File: config.mk
export PLATFORM = sky130hd
export DESIGN_NAME = fx2_out_frame_reader
export DESIGN_NICKNAME = d
export VERILOG_FILES = /design/src/rtl/fx2_out_frame_reader.sv
export SDC_FILE = /design/constraint.sdc
export NUM_CORES = 1
export LEC_CHECK = 0
export BUFFER_PORTS_ARGS = -buffer_cell sky130_fd_sc_hd__buf_4
export CAP_MARGIN = 15
export CELL_PAD_IN_SITES_DETAIL_PLACEMENT = 0
export CELL_PAD_IN_SITES_GLOBAL_PLACEMENT = 2
export CORE_ASPECT_RATIO = 1.1
export CORE_MARGIN = 2
export CORE_UTILIZATION = 32
export DETAILED_ROUTE_END_ITERATION = 6
export PLACE_DENSITY = 0.76
export SYNTH_ARGS = -nofsm -noshare
export SYNTH_HDL_FRONTEND = slang
export SYNTH_SLANG_ARGS = --single-unit
File: constraint.sdc
create_clock -name CLK -period 3.05 [get_ports CLK]
set_clock_uncertainty 0.2 [all_clocks]
set_input_delay 0.305 -clock CLK [delete_from_list [all_inputs] [get_ports CLK]]
set_output_delay 0.305 -clock CLK [all_outputs]
set_load 0.02 [all_outputs]
File: src/rtl/fx2_out_frame_reader.sv
// FX2 slave-FIFO OUT reader: parses sync/length/payload(/checksum) frames and forwards the payload
// through a 2-entry valid/ready buffer. The checksum word is enabled by FX2_FRAME_CHECKSUM_EN.
module fx2_out_frame_reader #(
    parameter logic [1:0]  EP_ADDR   = 2'b00,
    parameter logic [15:0] SYNC_WORD = 16'h55AA
) (
    input  logic        CLK,
    input  logic        RST,
    input  logic        FLAG_EMPTY,
    input  logic [15:0] FD_IN,
    input  logic        BUS_GNT,
    output logic        BUS_REQ,
    output logic        SLOE_N,
    output logic        SLRD_N,
    output logic [1:0]  FIFOADR,
    output logic [15:0] OUT_DATA,
    output logic        OUT_VALID,
    output logic        OUT_LAST,
    input  logic        OUT_READY,
    output logic        FRAME_OK,
    output logic        FRAME_ERR,
    output logic [7:0]  ERR_CNT
);

    localparam logic [2:0] IDLE     = 3'd0;
    localparam logic [2:0] OE_SETUP = 3'd1;
    localparam logic [2:0] SYNC     = 3'd2;
    localparam logic [2:0] LEN      = 3'd3;
    localparam logic [2:0] PAYLOAD  = 3'd4;
`ifdef FX2_FRAME_CHECKSUM_EN
    localparam logic [2:0] CSUM     = 3'd5;
    logic [15:0] sum_q;
`endif

    logic [2:0]  state_q, resume_q;
    logic [7:0]  remaining_q;
    logic [15:0] buf_data_q [2];
    logic        buf_last_q [2];
    logic [1:0]  buf_cnt_q;
    logic        frame_ok_q, frame_err_q;
    logic [7:0]  err_cnt_q;

    logic reading, room, rd, push, pop, len_bad, ok_set, err_set;

    always_comb begin
        reading = (state_q == SYNC) || (state_q == LEN) || (state_q == PAYLOAD);
`ifdef FX2_FRAME_CHECKSUM_EN
        reading = reading || (state_q == CSUM);
`endif
        room    = (state_q != PAYLOAD) || (buf_cnt_q < 2'd2) || OUT_READY;
        rd      = reading && BUS_GNT && !FLAG_EMPTY && room;
        pop     = (buf_cnt_q != 2'd0) && OUT_READY;
        push    = rd && (state_q == PAYLOAD);
        len_bad = (FD_IN[15:8] != 8'h00) || (FD_IN[7:0] == 8'h00);
        ok_set  = 1'b0;
        err_set = 1'b0;
        if (rd) begin
            case (state_q)
                LEN: err_set = len_bad;
`ifdef FX2_FRAME_CHECKSUM_EN
                CSUM: begin
                    ok_set  = (FD_IN == sum_q);
                    err_set = (FD_IN != sum_q);
                end
`else
                PAYLOAD: ok_set = (remaining_q == 8'd1);
`endif
                default: ;
            endcase
        end
    end

    assign BUS_REQ   = (state_q == IDLE) ? !FLAG_EMPTY : 1'b1;
    assign SLOE_N    = !((state_q == OE_SETUP) || (reading && BUS_GNT));
    assign SLRD_N    = !rd;
    assign FIFOADR   = EP_ADDR;
    assign OUT_DATA  = buf_data_q[0];
    assign OUT_VALID = (buf_cnt_q != 2'd0);
    assign OUT_LAST  = buf_last_q[0] && OUT_VALID;
    assign FRAME_OK  = frame_ok_q;
    assign FRAME_ERR = frame_err_q;
    assign ERR_CNT   = err_cnt_q;

    always_ff @(posedge CLK) begin
        if (RST) begin
            state_q     <= IDLE;
            resume_q    <= SYNC;
            remaining_q <= 8'd0;
            frame_ok_q  <= 1'b0;
            frame_err_q <= 1'b0;
            err_cnt_q   <= 8'd0;
`ifdef FX2_FRAME_CHECKSUM_EN
            sum_q       <= 16'd0;
`endif
        end else begin
            frame_ok_q  <= ok_set;
            frame_err_q <= err_set;
            if (err_set && (err_cnt_q != 8'hFF)) err_cnt_q <= err_cnt_q + 8'd1;
            case (state_q)
                IDLE:     if (BUS_GNT && !FLAG_EMPTY) state_q <= OE_SETUP;
                OE_SETUP: state_q <= resume_q;
                default: begin
                    if (!reading) begin
                        state_q <= IDLE;
                    end else if (!BUS_GNT) begin
                        // Park the parser; OE_SETUP is replayed on re-grant.
                        resume_q <= state_q;
                        state_q  <= IDLE;
                    end else if (rd) begin
                        case (state_q)
                            SYNC: if (FD_IN == SYNC_WORD) state_q <= LEN;
                            LEN: begin
                                if (len_bad) begin
                                    state_q <= SYNC;
                                end else begin
                                    state_q     <= PAYLOAD;
                                    remaining_q <= FD_IN[7:0];
`ifdef FX2_FRAME_CHECKSUM_EN
                                    sum_q       <= 16'd0;
`endif
                                end
                            end
                            PAYLOAD: begin
                                remaining_q <= remaining_q - 8'd1;
`ifdef FX2_FRAME_CHECKSUM_EN
                                sum_q <= sum_q + FD_IN;
                                if (remaining_q == 8'd1) state_q <= CSUM;
`else
                                if (remaining_q == 8'd1) state_q <= SYNC;
`endif
                            end
                            default: state_q <= SYNC;
                        endcase
                    end
                end
            endcase
        end
    end

    // Shift-register FIFO: entry 0 is always the head presented on OUT_*.
    always_ff @(posedge CLK) begin
        if (RST) begin
            buf_cnt_q     <= 2'd0;
            buf_data_q[0] <= 16'd0;
            buf_data_q[1] <= 16'd0;
            buf_last_q[0] <= 1'b0;
            buf_last_q[1] <= 1'b0;
        end else begin
            case ({push, pop})
                2'b10: begin
                    buf_data_q[buf_cnt_q[0]] <= FD_IN;
                    buf_last_q[buf_cnt_q[0]] <= (remaining_q == 8'd1);
                    buf_cnt_q                <= buf_cnt_q + 2'd1;
                end
                2'b01: begin
                    buf_data_q[0] <= buf_data_q[1];
                    buf_last_q[0] <= buf_last_q[1];
                    buf_cnt_q     <= buf_cnt_q - 2'd1;
                end
                2'b11: begin
                    if (buf_cnt_q == 2'd1) begin
                        buf_data_q[0] <= FD_IN;
                        buf_last_q[0] <= (remaining_q == 8'd1);
                    end else begin
                        buf_data_q[0] <= buf_data_q[1];
                        buf_last_q[0] <= buf_last_q[1];
                        buf_data_q[1] <= FD_IN;
                        buf_last_q[1] <= (remaining_q == 8'd1);
                    end
                end
                default: ;
            endcase
        end
    end

endmodule
==> flow_metrics.env <==
export IMPL_status="completed"
export IMPL_grt_remaining_overflow=0
export IMPL_multi_input_area_sq_um=1490
export IMPL_reg2reg_setup_slack_ns=0.54
export IMPL_grt_pass1_wl_microns=10900
export IMPL_antennaDiodeCount=0
export IMPL_first_pass_iters=4
export IMPL_critical_path_class="register to register"
export IMPL_cellLeakagePower_nw=1.44
export IMPL_die_w_microns=98.7
export IMPL_ys_ff_latch=60
export IMPL_crit_family="simple AND/OR/NAND/NOR gates"
export IMPL_synth_edff_count=34
export IMPL_period_minus_slack_ns=2.51
export IMPL_cp_end_kind="register"
export IMPL_dieArea_sq_um=10700
export IMPL_worst_slew_pin_slew_ns=0.687
export IMPL_grtUsageMet1_pct=16.4
export IMPL_grtUsageMet2_pct=20.9
export IMPL_syn_to_final_growth_pct=21.7
export IMPL_ant_nets=0
export IMPL_slew_headroom_pct=54.2
export IMPL_nFillCells=970
export IMPL_avgSynthCellArea_sq_um=9.92
export IMPL_p_per_area_nw_per_um2=703
export IMPL_portBuffers=51
export IMPL_wl_microns=6750
export IMPL_synthArstFlopShare_pct=0
export IMPL_routedWlPerCell_microns=13.6
export IMPL_final_cell_mix="buf_4 (58), nor2_1 (39), edfxtp_1 (34), dfxtp_1 (26), a21oi_1 (25)"
export IMPL_cts_root_buf="clkbuf_8"
export IMPL_synthCells=318
export IMPL_holdBufCountCts=0
export IMPL_clock_latency_ns=0.34
export IMPL_final_seq_area_sq_um=1540
export IMPL_holdWs_ns=0.0712
export IMPL_cp_num_buf_inv=2
export IMPL_cp_slowest_stage_delay_ns=0.44
export IMPL_pin_count=54
export IMPL_first_iter_violations=98
export IMPL_cts_sinks=60
export IMPL_yosys_warnings=0
export IMPL_post_route_drc_count=0
export IMPL_timing_rr_end="buf_data_q[0][6]"
export IMPL_finalSetupTns_ns=0
export IMPL_die_h_microns=108
export IMPL_critPathMaxFanout=18
export IMPL_drive_gt1_share_pct=22.1
export IMPL_setup_viol=0
export IMPL_endpoint="buf_data_q[0][6]"
export IMPL_routabilityCongestion=0.758
export IMPL_num_rows=38
export IMPL_finalHoldViolCount=0
export IMPL_finalCritPeriodShare_pct=82.3
export IMPL_crit_slowest_cell="dfxtp_1"
export IMPL_met3_usage_pct=3.81
export IMPL_numCtsBuffers=9
export IMPL_arrival_ns=2.37
export IMPL_grt_start_max_net_pins=32
export IMPL_vias=2447
export IMPL_hp_class="input pin to register"
export IMPL_syn_area_sq_um=3150
export IMPL_layout_commonest_cell="buf_4"
export IMPL_max_freq_mhz=398
export IMPL_drv_cap=0
export IMPL_cts_htree_levels=3
export IMPL_start_kind="register"
export IMPL_crit_cells=9
export IMPL_fin_util_pct=39.4
export IMPL_yosysTopAreaCell="edfxtp_1"
export IMPL_vias_per_cell=4.94
export IMPL_cts_tree="done"
export IMPL_rsz0062_at_grt="no"
export IMPL_post_dp_hpwl_microns=4840
export IMPL_cp_data_required_time_ns=2.91
export IMPL_worstSetupStartpoint="state_q[1]"
export IMPL_cts_resized=0
export IMPL_rr_worst_depth=9
export IMPL_slew_viol_final=0
export IMPL_netlist_top_cells_area="edfxtp_1 (32%), dfxtp_1 (17%), mux2i_1 (5.4%)"
export IMPL_grt_busiest_layer="met2"
export IMPL_cts_buffer_depth=2
export IMPL_ir_drop_mv=0.300
export IMPL_yosysUniqueCellTypes=55
export IMPL_synth_flop_cell="edfxtp_1"
export IMPL_synth_top_cell_area_share_pct=32.4
export IMPL_path_clk_slew_ns=0.07
export IMPL_grtUsageTotal_pct=13.0
export IMPL_yosysSeqAreaShare_pct=48.9
export IMPL_antenna_found_initial=0
export IMPL_nNetsFinal=399
export IMPL_p_total_w=0.00270
export IMPL_r2r_start="state_q[1]"
export IMPL_start_util_pct=32.4
export IMPL_worstPathCellList="nor3b_1, nand3_1, inv_2, ha_1, nand2_1, a21oi_2, buf_4, mux2i_1, nor2_1"
export IMPL_grt_pass1_vias=2222
export IMPL_post_cts_setup_buffers=0
export IMPL_coreArea_sq_um=9750
[cell type report]
cell class	instances	area share [%]
flip-flops and latches	60	40.1
multi-input cells	230	38.8
repair buffers	58	11.3
well taps	120	3.91
clock buffers	10	3.32
clock inverters	6	1.43
inverters	11	1.08
[through the flow]
| step | area [sq um] | std cells | setup WS, ns |
|---|---|---|---|
| 2_1_floorplan | 3160 | 319 | 0.287 |
| 3_3_place_gp | 3660 | 479 | 0.504 |
| 3_5_place_dp | 3660 | 479 | 0.495 |
| 4_1_cts | 3840 | 495 | 0.532 |
| 5_1_grt | 3840 | 495 | 0.295 |
| 6_report | 3840 | 495 | 0.541 |
[logic make-up (layout without fill, tap and decap cells)]
group | Yosys count | in the layout | share of synthesized area, %
xor gates and xnor gates | 9 | 9 | 2.50
adders and majority gates | 8 | 8 | 3.17
other | 1 | 2 | 0.119
AOI/OAI and AO/OA | 60 | 60 | 12.0
and+or+nand+nor | 133 | 133 | 23.4
DFF | 60 | 60 | 48.9
buffers and inverters | 29 | 85 | 4.16
muxes | 18 | 18 | 5.75
[synthesized netlist by cell type, drive strengths merged (3+ instances only)]
library cell,n
nand2,13
or2,4
inv,11
nor4,7
edfxtp,34
and3,3
a21o,3
o21ai,11
nor4b,4
nor2b,4
or3,3
clkbuf,9
nor2,39
xnor2,7
buf,9
dfxtp,26
ha,8
a211oi,4
nand2b,7
a211o,3
mux2i,17
nand3,7
nor3,10
a21oi,27
and2,17
nand4,5
or4,3
[worst min-delay path by stage]
stage	slack, ns	endpoint	depth (start not counted)	startpoint
final	0.07	buf_data_q[1][13]	2	FD_IN[13]
after global routing	0.07	buf_data_q[1][9]	2	FD_IN[9]
after CTS	0.05	buf_data_q[1][15]	2	FD_IN[15]
after detailed placement	0.28	remaining_q[7]	2	remaining_q[7]
after global placement	0.27	remaining_q[7]	2	remaining_q[7]
after floorplan	0.26	remaining_q[7]	2	remaining_q[7]
[state kept, by name (all words and copies together) (netlist names)]
register and count:
state_q 3, ERR_CNT 8, FRAME_OK 1, remaining_q 8, buf_cnt_q 2, FRAME_ERR 1
buf_data_q 32, resume_q 3, buf_last_q 2
[power by group]
part,leakage (nW),internal (W),switching [W]
Sequential,0.564,0.00101,0.0000759
Combinational,0.781,0.000389,0.000538
Clock,0.0911,0.000369,0.000321
Total,1.44,0.00177,0.000935
[per-layer routing]
layer	wire length [microns]	part of all wire, %	vias to the layer above
met5	0	0	-
met4	81	1.2	0
met3	336	5.0	8
met2	3140	46	60
met1	3190	47	1134
li1	-	-	1245
No activity file was read; power rests on OpenSTA's default activity.
